--- config.mk ---
export PLATFORM = sky130hd
export DESIGN_NAME = axi4_lite_resp_router
export DESIGN_NICKNAME = d
export VERILOG_FILES = /design/src/rtl/axi4_lite_pkg.sv /design/src/rtl/axi4_lite_resp_chan.sv /design/src/rtl/axi4_lite_resp_router.sv
export SDC_FILE = /design/constraint.sdc
export NUM_CORES = 1
export LEC_CHECK = 0
export ABC_AREA = 1
export CAP_MARGIN = 20
export CORE_ASPECT_RATIO = 1.4
export CORE_MARGIN = 10
export CORE_UTILIZATION = 35
export DETAILED_ROUTE_END_ITERATION = 8
export GPL_ROUTABILITY_DRIVEN = 0
export PLACE_DENSITY_LB_ADDON = 0.12
export SLEW_MARGIN = 20
export SYNTH_ARGS = -nofsm -noshare
export SYNTH_HDL_FRONTEND = slang
export SYNTH_SLANG_ARGS = --single-unit
--- constraint.sdc ---
create_clock -name clk -period 5.35 [get_ports clk]
set_input_delay 1.07 -clock clk [delete_from_list [all_inputs] [get_ports clk]]
set_output_delay 1.07 -clock clk [all_outputs]
set_load 0.01 [all_outputs]
--- src/rtl/axi4_lite_pkg.sv ---
// Shared constants and types for the AXI4-Lite response router.
// Response codes and the per-channel routing FSM state encoding.
package axi4_lite_pkg;

  localparam logic [1:0] RESP_OKAY   = 2'b00;
  localparam logic [1:0] RESP_SLVERR = 2'b10;
  localparam logic [1:0] RESP_DECERR = 2'b11;

  typedef enum logic [2:0] {
    ST_IDLE,
    ST_ROUTE,
    ST_DEC_WAITW,
    ST_DEC_RESP,
    ST_TO_RESP
  } route_state_e;

endpackage

--- src/rtl/axi4_lite_resp_chan.sv ---
// One response channel (B or R): route FSM, slave timeout and mux.
// Routed responses pass straight through; local errors are held until ready.
module axi4_lite_resp_chan
  import axi4_lite_pkg::*;
#(
  parameter int SLAVE_NUM      = 2,
  parameter int PAYLOAD_WIDTH  = 0,
  parameter bit NEED_WDATA     = 1'b0,
  parameter int TIMEOUT_CYCLES = 256,
  parameter int IDX_W          = 1,
  localparam int PW =
    (PAYLOAD_WIDTH > 0) ? PAYLOAD_WIDTH : 1
) (
  input  logic                          clk,
  input  logic                          rst_n,
  input  logic                          fire,
  input  logic [SLAVE_NUM-1:0]          sel,
  input  logic [IDX_W-1:0]              sel_idx,
  input  logic                          w_fire,
  input  logic [SLAVE_NUM-1:0]          s_valid,
  input  logic [SLAVE_NUM-1:0][1:0]     s_resp,
  input  logic [SLAVE_NUM-1:0][PW-1:0]  s_data,
  output logic [SLAVE_NUM-1:0]          s_ready,
  output logic                          m_valid,
  output logic [1:0]                    m_resp,
  output logic [PW-1:0]                 m_data,
  input  logic                          m_ready,
  output logic                          busy,
  output logic [IDX_W-1:0]              route_idx,
  output logic                          route_err
);

  localparam int CNT_W = (TIMEOUT_CYCLES > 0) ?
    $clog2(TIMEOUT_CYCLES + 1) : 1;
  localparam logic [CNT_W-1:0] CNT_LAST =
    CNT_W'(TIMEOUT_CYCLES - 1);
  localparam bit TO_EN = (TIMEOUT_CYCLES > 0);

  route_state_e     state;
  logic [CNT_W-1:0] cnt;
  logic             sel_valid;

  assign sel_valid = s_valid[route_idx];
  assign busy      = (state != ST_IDLE);

  // Route FSM: latch target on request, leave on handshake or timeout
  always_ff @(posedge clk) begin
    if (!rst_n) begin
      state     <= ST_IDLE;
      cnt       <= '0;
      route_idx <= '0;
      route_err <= 1'b0;
    end else begin
      unique case (state)
        ST_IDLE: begin
          if (fire) begin
            cnt <= '0;
            if (sel == '0) begin
              route_err <= 1'b1;
              state     <= NEED_WDATA ?
                           ST_DEC_WAITW : ST_DEC_RESP;
            end else begin
              route_idx <= sel_idx;
              route_err <= 1'b0;
              state     <= ST_ROUTE;
            end
          end
        end
        ST_ROUTE: begin
          if (sel_valid && m_ready) begin
            state <= ST_IDLE;
          end else if (!sel_valid && TO_EN) begin
            if (cnt == CNT_LAST) state <= ST_TO_RESP;
            else cnt <= cnt + CNT_W'(1);
          end
        end
        ST_DEC_WAITW: begin
          if (w_fire) state <= ST_DEC_RESP;
        end
        ST_DEC_RESP, ST_TO_RESP: begin
          if (m_ready) begin
            state     <= ST_IDLE;
            route_err <= 1'b0;
          end
        end
        default: state <= ST_IDLE;
      endcase
    end
  end

  // Response mux: slave pass-through or locally generated error
  always_comb begin
    m_valid = 1'b0;
    m_resp  = RESP_OKAY;
    m_data  = '0;
    s_ready = '0;
    unique case (state)
      ST_ROUTE: begin
        m_valid            = sel_valid;
        m_resp             = s_resp[route_idx];
        m_data             = s_data[route_idx];
        s_ready[route_idx] = m_ready;
      end
      ST_DEC_RESP: begin
        m_valid = 1'b1;
        m_resp  = RESP_DECERR;
      end
      ST_TO_RESP: begin
        m_valid = 1'b1;
        m_resp  = RESP_SLVERR;
      end
      default: ;
    endcase
  end

  // Flag handshake misuse; the FSM simply ignores it
  always_ff @(posedge clk) begin
    if (rst_n) begin
      assert (!(fire && busy))
        else $warning("resp_chan: request while busy ignored");
      assert (!(NEED_WDATA && w_fire &&
                state != ST_DEC_WAITW))
        else $warning("resp_chan: stray w_fire ignored");
    end
  end

endmodule

--- src/rtl/axi4_lite_resp_router.sv ---
// AXI4-Lite response router: steers slave B/R back to the master.
// One outstanding transaction per direction; busy gates AW/AR ready.
module axi4_lite_resp_router
  import axi4_lite_pkg::*;
#(
  parameter int DATA_WIDTH     = 32,
  parameter int SLAVE_NUM      = 2,
  parameter int TIMEOUT_CYCLES = 256,
  parameter int IDX_W =
    (SLAVE_NUM > 1) ? $clog2(SLAVE_NUM) : 1
) (
  input  logic                                 clk,
  input  logic                                 rst_n,
  input  logic                                 aw_fire,
  input  logic [SLAVE_NUM-1:0]                 aw_slave_sel,
  input  logic [IDX_W-1:0]                     aw_sel_idx,
  input  logic                                 w_fire,
  input  logic                                 ar_fire,
  input  logic [SLAVE_NUM-1:0]                 ar_slave_sel,
  input  logic [IDX_W-1:0]                     ar_sel_idx,
  input  logic [SLAVE_NUM-1:0]                 s_bvalid,
  input  logic [SLAVE_NUM-1:0][1:0]            s_bresp,
  output logic [SLAVE_NUM-1:0]                 s_bready,
  input  logic [SLAVE_NUM-1:0]                 s_rvalid,
  input  logic [SLAVE_NUM-1:0][DATA_WIDTH-1:0] s_rdata,
  input  logic [SLAVE_NUM-1:0][1:0]            s_rresp,
  output logic [SLAVE_NUM-1:0]                 s_rready,
  output logic                                 m_bvalid,
  output logic [1:0]                           m_bresp,
  input  logic                                 m_bready,
  output logic                                 m_rvalid,
  output logic [DATA_WIDTH-1:0]                m_rdata,
  output logic [1:0]                           m_rresp,
  input  logic                                 m_rready,
  output logic                                 wr_busy,
  output logic                                 rd_busy,
  output logic [IDX_W-1:0]                     wr_route_idx,
  output logic                                 wr_route_err
);

  logic [0:0]       b_data_unused;
  logic [IDX_W-1:0] rd_idx_unused;
  logic             rd_err_unused;

  axi4_lite_resp_chan #(
    .SLAVE_NUM      (SLAVE_NUM),
    .PAYLOAD_WIDTH  (0),
    .NEED_WDATA     (1'b1),
    .TIMEOUT_CYCLES (TIMEOUT_CYCLES),
    .IDX_W          (IDX_W)
  ) u_b (
    .clk       (clk),
    .rst_n     (rst_n),
    .fire      (aw_fire),
    .sel       (aw_slave_sel),
    .sel_idx   (aw_sel_idx),
    .w_fire    (w_fire),
    .s_valid   (s_bvalid),
    .s_resp    (s_bresp),
    .s_data    ('0),
    .s_ready   (s_bready),
    .m_valid   (m_bvalid),
    .m_resp    (m_bresp),
    .m_data    (b_data_unused),
    .m_ready   (m_bready),
    .busy      (wr_busy),
    .route_idx (wr_route_idx),
    .route_err (wr_route_err)
  );

  axi4_lite_resp_chan #(
    .SLAVE_NUM      (SLAVE_NUM),
    .PAYLOAD_WIDTH  (DATA_WIDTH),
    .NEED_WDATA     (1'b0),
    .TIMEOUT_CYCLES (TIMEOUT_CYCLES),
    .IDX_W          (IDX_W)
  ) u_r (
    .clk       (clk),
    .rst_n     (rst_n),
    .fire      (ar_fire),
    .sel       (ar_slave_sel),
    .sel_idx   (ar_sel_idx),
    .w_fire    (1'b0),
    .s_valid   (s_rvalid),
    .s_resp    (s_rresp),
    .s_data    (s_rdata),
    .s_ready   (s_rready),
    .m_valid   (m_rvalid),
    .m_resp    (m_rresp),
    .m_data    (m_rdata),
    .m_ready   (m_rready),
    .busy      (rd_busy),
    .route_idx (rd_idx_unused),
    .route_err (rd_err_unused)
  );

endmodule

======== Word level (Yosys, flattened, before mapping) ========
Index checks and enable logic that the tools add are counted.
Widths: inputs -> output; s select.
storage, ports and cells
  flip-flop bits (word level) ............. 27
  input bits .............................. 89
  logic and storage cells ................. 115
operators by class
  add/subtract/negate cells ............... 2
  magnitude comparators ................... 4
  equal/unequal tests ..................... 25
  mux-type cells .......................... 50
  bitwise operators ....................... 5
  reductions and logical operators ........ 22
operators with widths
  operator             count
  $mux 32              3
  $mux 9               8
  $pmux 9 s2           2
  $mux 3               11
  $pmux 3 s4           2
  $reduce_and 5->1     4
  $add 9x1->9 const B  2
  $eq 9x8->1 const B   2
  $ne 2x2->1 const B   9
  $mux 2               8
  $eq 3x2->1 const B   4
  $pmux 2 s3           2
  $mux 1               9
  $reduce_and 3->1     3
  $eq 3x1->1 const B   2
  $eq 3x3->1 const B   2
  $logic_not 3->1      2
  $ne 3x1->1 const B   2
  $ne 3x3->1 const B   2
  $pmux 1 s2           3
  $reduce_bool 2->1    3
  $reduce_bool 3->1    2
  $and 2x2->2          2
  $logic_and 1x1->1    4
  other kinds (7)      15

======== Logic depth before layout (Yosys ltp) ========
  word-level depth ........................ 6
  depth in mapped cells ................... 13
  depth with buffers taken out ............ 13

======== By module ========
Synthesis repeated with hierarchy kept, for this count alone.
unflattened totals
  cells, all modules ...................... 431
  area total of the unflattened synthesis .. 2483.6 um2
modules (own cells, without submodules)
  module                      instances  cells an instance  area an instance (um2)  seq. area each (um2)
  axi4_lite_resp_chan at u_r  1          265                1416.4                  280.3
  axi4_lite_resp_chan at u_b  1          165                1063.5                  280.3
  axi4_lite_resp_router       1          1                  3.8                     0.0

======== Worst setup path after synthesis ========
OpenSTA, ideal clock, no wires.
  path type ............................... input-to-output
  start ................................... input s_rresp[3] (netlist bit)
  end ..................................... output m_rresp[1]
  arrival time ............................ 1470 ps
  setup slack ............................. 2810 ps
  cell stages on the path ................. 2
  path buffers ............................ 0
  cell sequence ........................... nor2_1 -> o31ai_1
on the way
  longest elaborated chain between the ends .. 3
ends and longest elaborated chain
  element                                     line                         RTL
  start, declared                             axi4_lite_resp_router.sv:26  input logic [SLAVE_NUM-1:0][1:0] s_rresp,
  $mux 2 (implied by the code) (2 in series)  axi4_lite_resp_chan.sv:100   m_resp = s_resp[route_idx];
  $pmux 2 s3                                  axi4_lite_resp_chan.sv:97    unique case (state)
  end, declared                               axi4_lite_resp_router.sv:33  output logic [1:0] m_rresp,
No other way between the ends. The select of a mux whose other input is x is not followed.

======== Worst setup path in the final report ========
  start ................................... input s_rvalid[1]
  end ..................................... output m_rvalid
on the way
  longest elaborated chain between the ends .. 3
ends and longest elaborated chain
  element                                     line                         RTL
  start, declared                             axi4_lite_resp_router.sv:24  input logic [SLAVE_NUM-1:0] s_rvalid,
  $mux 1 (implied by the code) (2 in series)  axi4_lite_resp_chan.sv:43    assign sel_valid = s_valid[route_idx];
  $pmux 1 s2                                  axi4_lite_resp_chan.sv:97
  end, declared                               axi4_lite_resp_router.sv:31  output logic m_rvalid,
No other way between the ends. The select of a mux whose other input is x is not followed.

==> results.py <==
metrics = {
    "run": {
        "max_cap_violations": 0,
    },
    "synth": {
        "synth_fp_nets": 484,
        "synth_largest_area_cell": "dfxtp_1",
        "synth_top_cell_area_share_pct": 24.7,
        "syn_inst": 391,
        "syn_area_mm2": 0.00219,
        "post_synth.cell_area_avg_um2": 5.60,
        "share_of_synthesized_area_occupied_by_flip_flops_and_latches_pct": 24.7,
        "yosys-top-cells-area": "dfxtp_1 (25%), nand2_1 (23%), a21oi_1 (12%), nor2_1 (7.4%), inv_1 (5.8%)",
        "ys_warn_count": 0,
        "yosys_register_bits": 27,
        "netlist-cell-type-count": 32,
    },
    "power": {
        "powerDensity_mw_per_mm2": 382,
        "comb_power_share_pct": 70.0,
        "power.switching_fraction_pct": 48.7,
        "power.total_uw": 1380,
        "total_leakage_power_uw": 0.00149,
        "irDropWorstVdd_mv": 0.332,
        "power.share.sequential_pct": 21.1,
        "share_clk_of_total_power_pct": 8.9,
        "power_report.internal_total_uw": 707,
        "switchingPower_uw": 670,
    },
    "cts": {
        "worst_setup_hold_path_clk_slew_ns": 0.11,
        "max_h_tree_level": 1,
        "hold_buffers": 0,
        "max-clock-path-buffers": 2,
        "clk_root_buffer_cell": "clkbuf_8",
        "cts_inserted_buffers": 3,
        "postCtsResizedCells": 0,
        "cts_tree": "done",
        "post-cts-setup-buffer-count": 0,
        "cts_sinks": 27,
        "clock_latency_at_the_later_pin_of_the_worst_skew_pair_ns": 0.28,
    },
    "floorplanning": {
        "core.rowCount": 34,
        "start_util_pct": 35.5,
        "chipWidth_um": 86.9,
        "die_height_um": 114,
        "floorplan.io_pins": 135,
        "core_area_mm2": 0.00617,
        "design.die.area_mm2": 0.00987,
    },
    "finish": {
        "postLayoutCoreUtil_pct": 58.5,
        "postLayoutCellArea_mm2": 0.00361,
        "drive_gt1_share_pct": 4.27,
        "final_cell_mix": "nand2_1 (136), clkdlybuf4s50_1 (134), a21oi_1 (54), nor2_1 (43), inv_1 (34)",
        "count_of_antenna_diodes_in_the_layout": 0,
        "final.fill_count": 611,
        "mostFrequentLayoutCell": "nand2_1",
        "nNetsFinal": 609,
        "flow.area_growth_from_synthesis_pct": 64.6,
    },
    "sta": {
        "final.min_clock_period_ns": 3.56,
        "final.setup_skew_ns": 0.0104,
        "finalSetupViolations": 0,
        "grt_setup_unrepaired": "no",
        "tightest_slew_ns": 0.567,
        "worst_slew_margin_pct": 62.1,
        "totalNegativeSetupSlack_ns": 0,
        "finalMaxSlewViolations": 0,
        "max_freq_ghz": 0.281,
        "post_route_clock_period_utilization_pct": 66.6,
        "count_of_final_hold_check_violations": 0,
    },
    "detailed_routing": {
        "route.antenna.remaining_nets": 0,
        "dr_total_vias": 2896,
        "routed_wire_length_per_instance_um": 15.1,
        "vias_per_cell": 4.93,
        "postRouteWirelength_mm": 8.89,
        "dr.first_iter.drc_count": 140,
        "remaining_drc_errors": 0,
        "drt-pass1-iter-count": 7,
    },
    "setup_path": {
        "ff2ff_path_depth": 10,
        "crit_arrival_ns": 2.49,
        "worst_path_cell_with_the_longest_stage_delay": "clkdlybuf4s50_1",
        "critPathRequiredTime_ns": 4.28,
        "timing.setup.critical_path_class": "in2out",
        "critical_path_cell_sequence": "clkdlybuf4s50_1, nand2_1, nand2_1, nand2_1, nand2_1, clkdlybuf4s50_1",
        "start_kind": "input port",
        "max_stage_delay_ns": 0.56,
        "timing.critical_path.mode_cell": "nand2_1",
        "timing.critical_path.to_type": "output pin",
        "worstPathMaxFanout": 3,
    },
    "worst_hold_path": {
        "timing.hold.worst.class": "reg2reg",
        "worst_hold_path.num_cells": 2,
    },
    "place": {
        "port-buffer-count": 134,
        "detailed_place_hpwl_mm": 7.29,
        "placedInstanceArea_mm2": 0.00356,
    },
    "global_routing": {
        "remaining_global_route_overflow": 0,
        "vias_in_the_first_global_route": 2710,
        "grt_first_pass_wirelength_mm": 13.8,
        "globalRouteTotalUtil_pct": 16.9,
        "grt_max_degree": 41,
        "antenna_found_initial": 0,
    },
    "status": {
        "status": "completed",
    },
}
==> cells in the mapped netlist (all sizes together) <==
library cell and instances:
nor4 1, clkbuf 9, o211ai 1, xor2 3
nor3b 1, o21ai 14, nand4 5, inv 40
nor2 46, o21bai 1, o31ai 2, buf 7
nor3 8, a31oi 1, nand2 138, a21oi 54
and2 1, ha 4, nand3 27, dfxtp 27
or2 1
==> final timing paths <==
| check | from | to | slack, ns |
|---|---|---|---|
| min | u_b.route_err | u_b.route_err | 0.46 |
| max reg2reg | u_r.cnt[0] | u_r.cnt[3] | 3.28 |
| max | s_rvalid[1] | m_rvalid | 1.79 |
| min reg2reg | u_b.route_err | u_b.route_err | 0.46 |
==> power by group through the flow <==
stage / clock [µW] / sequential (µW) / combinational (µW)
after floorplan: 0 / 285 / 573
after global placement: 0 / 293 / 959
after detailed placement: 0 / 294 / 970
after CTS: 124 / 290 / 974
after global routing: 132 / 298 / 1070
final: 123 / 290 / 964
==> logic make-up after synthesis <==
group                      count (synthesis)  synth area share (%)
DFF                                       27                  24.7
adders and majority gates                  4                  2.28
and+or+nand+nor                          228                  44.2
buffers and inverters                     56                  10.5
AOI/OAI and AO/OA                         73                  17.2
xor gates and xnor gates                   3                  1.20
==> state kept, by name, indices dropped and copies added, names as in the netlist <==
| signal | count |
|---|---|
| u_b.cnt | 9 |
| u_b.route_err | 1 |
| u_b.route_idx | 1 |
| u_b.state | 3 |
| u_r.cnt | 9 |
| u_r.route_idx | 1 |
| u_r.state | 3 |
==> worst max-delay path, delay by kind of cell <==
| family | cells | cell delay [ns] |
|---|---|---|
| simple gates | 4 | 0.38 |
| buf+inv | 2 | 1.04 |
==> layer usage <==
metal / routed length [µm] / GRT usage [%]
met5: 0 / 0
met4: 36 / 3.36
met3: 859 / 4.49
met2: 4450 / 31.5
met1: 3550 / 18.4
==> through the flow <==
stage	hold slack, ns	cells	setup WS (ns)
final	0.459	587	1.79
after global placement	0.433	583	1.80
after global routing	0.482	587	1.72
after floorplan	0.436	391	2.81
after detailed placement	0.435	583	1.79
after CTS	0.457	587	1.78
==> final cells by class <==
type                            count  area [µm²]  area share [%]
Clock inverter                      1        7.51           0.208
Inverter                           40         150            4.16
Timing Repair Buffer              136        1360            37.6
Tap cell                           72        90.1            2.50
Multi-Input combinational cell    308        1420            39.4
Clock buffer                        3        41.3            1.14
Sequential cell                    27         541            15.0
Note: power is estimated with default switching activity, not from simulation.
==> variant, RTL diff (config.mk and constraints unchanged) <==
The parameter `NEED_WDATA` goes from 1'b1 to 1'b0.
--- a/src/rtl/axi4_lite_resp_router.sv
+++ b/src/rtl/axi4_lite_resp_router.sv
@@ -45,7 +45,7 @@
   axi4_lite_resp_chan #(
     .SLAVE_NUM      (SLAVE_NUM),
     .PAYLOAD_WIDTH  (0),
-    .NEED_WDATA     (1'b1),
+    .NEED_WDATA     (1'b0),
     .TIMEOUT_CYCLES (TIMEOUT_CYCLES),
     .IDX_W          (IDX_W)
   ) u_b (
Formal check against the unedited RTL: not equivalent (a bounded check fails within 4 cycles, from zero or initial values and one cycle with rst_n low).
==> variant against the original RTL <==
  * Synthesized area is 3.7% higher
  * Maximum frequency is 0.85% higher
  * Setup slack improved by 0.030 ns
  * Sequential cell count did not move
  * Power is 3.5% lower
  * Hold slack improved by 0.0023 ns
  * Die area increased by 3.0%
  * Critical path depth unchanged
  * Wire length fell by 4.5%
  * Final area is 1.9% higher
  * Sequential power down 3%
  * Critical endpoint unchanged
  * Highest routed layer unchanged
==> variant: results (changes against the original RTL) <==
| Metric | Value |
|---|---|
| Status | `completed (unchanged)` |
| Setup crit end | `m_rvalid (unchanged)` |
| Avg Cell Area, Syn | `5.83 sq um (was 5.60 sq um)` |
| Clock Skews | `0.00300 ns (was 0.0104 ns)` |
| Final #Nets | `609 (unchanged)` |
| Post-CTS Setup Inserts | `0 (unchanged)` |
| CTS root buf | `clkbuf_8 (unchanged)` |
| # resized after CTS | `0 (unchanged)` |
| Maximum fanout along the worst path | `3 (unchanged)` |
| Initial DRC Count | `94 (was 140)` |
| CTS H-tree depth | `1 (unchanged)` |
| Number of cells on the worst reg-to-reg path | `11 (was 10)` |
| # diodes | `0 (unchanged)` |
| Via/cell ratio | `4.89 (was 4.93)` |
| Total GRT Usage | `0.155 (was 0.169)` |
| Routed length per placed instance | `14.5 um (was 15.1 um)` |
| Async SR Flop Fraction | `0 (unchanged)` |
| Vias in the first global route | `2647 (was 2710)` |
| Fraction of the yosys area taken by sequential cells | `0.238 (was 0.247)` |
| HPWL Detailed | `7010 um (was 7290 um)` |
| Pleak | `1.54 nW (was 1.49 nW)` |
| Slew headroom | `0.559 (was 0.621)` |
| Net Sw Power | `0.000634 W (was 0.000670 W)` |
| Kind of critical path | `input port to output pin (unchanged)` |
| R2r setup slk | `3.41 ns (was 3.28 ns)` |
| Largest net degree at the start of global routing | `40 (was 41)` |
| Top post-synthesis cells by area | `dfxtp_1, nand2_1, a21oi_1 (unchanged)` |
| Synth top cells by count | `nand2_1, a21oi_1, nor2_1 (unchanged)` |
| IR Drop Worst-Case VDD | `255 uV (was 332 uV)` |
| Net Count, Synth | `483 (was 484)` |
| Largest regs | `u_b.cnt (9), u_r.cnt (9) (unchanged)` |
| Share of cells above drive strength 1 | `0.0660 (was 0.0427)` |
| YS warnings | `0 (unchanged)` |
| Worst Path Arrival | `2.46 ns (was 2.49 ns)` |
| Hold Path Class | `register to register (unchanged)` |
| DR pass1 iterations | `4 (was 7)` |
| First-pass GRT wire length | `13000 um (was 13800 um)` |
| Synth top area share | `0.238 (was 0.247)` |
| Synth cell types | `33 (was 32)` |
| Port Buf Inserts | `134 (unchanged)` |
| Antenna violations before repair | `0 (unchanged)` |
| Vias after detailed routing | `2869 (was 2896)` |
| Critical R2R Capture | `u_r.cnt[3] (unchanged)` |
| Clock slew at reported path FFs | `0.09 ns (was 0.11 ns)` |
-- variant: cell count changes after synthesis, moves of 3 or more --
cell / unedited run / this run
o21ai_0: 13 / 10
nand2_2: 2 / 5
nand3_1: 24 / 21
nand2_4: 0 / 3
inv_1: 34 / 30
-- variant: worst max-delay path, cell delays in order --
cell             delay (ns)
clkdlybuf4s50_1        0.46
nand2_1                0.08
nand2_1                0.16
nand2_4                0.08
nand2_1                0.07
clkdlybuf4s50_1        0.53
-- variant: cell families after synthesis --
| family | Yosys count | synth area share |
|---|---|---|
| XOR/XNOR | 2 | 0.00771 |
| adder cells (fa/ha/maj) | 4 | 0.0220 |
| AO/OA/AOI/OAI | 69 | 0.157 |
| flip-flops | 27 | 0.238 |
| buffers and inverters | 53 | 0.101 |
| AND/OR/NAND/NOR | 235 | 0.474 |
-- variant: area by class of cell --
type | instances | area, sq um
clock buffer | 3 | 41.3
clock inverter | 1 | 5.00
fill | 657 | 2580
inverter | 39 | 146
multi-input combinational | 310 | 1500
sequential | 27 | 541
tap | 72 | 90.1
timing repair buffer | 135 | 1350
-- variant: power by group through the flow --
| stage | clock, W | sequential (W) | combinational [W] |
|---|---|---|---|
| finish | 0.000115 | 0.000281 | 0.000932 |
| global route | 0.000129 | 0.000287 | 0.00104 |
| CTS | 0.000122 | 0.000280 | 0.000945 |
| detailed placement | 0 | 0.000285 | 0.000941 |
| global placement | 0 | 0.000283 | 0.000938 |
| floorplan | 0 | 0.000277 | 0.000577 |
-- variant: routing by layer --
metal	up-vias	GRT usage	routed length (um)
met5	-	0	0
met4	0	0.0409	107
met3	7	0.0410	885
met2	108	0.284	4090
met1	1256	0.169	3410
li1	1498	-	-
-- variant: per-stage QoR --
| stage | setup slack [ns] | area, sq um |
|---|---|---|
| 3_5_place_dp | 1.82 | 3630 |
| 4_1_cts | 1.82 | 3670 |
| 3_3_place_gp | 1.84 | 3630 |
| 5_1_grt | 1.75 | 3670 |
| 6_report | 1.82 | 3670 |
| 2_1_floorplan | 2.80 | 2270 |
-- variant: worst min path at each step --
stage | endpoint | depth (start not counted) | slack (ns)
2_1_floorplan | u_r.cnt[8] | 2 | 0.44
3_3_place_gp | u_b.route_err | 2 | 0.44
3_5_place_dp | u_b.route_err | 2 | 0.44
4_1_cts | u_b.route_err | 2 | 0.46
5_1_grt | u_b.route_err | 2 | 0.48
6_report | u_b.route_err | 2 | 0.46
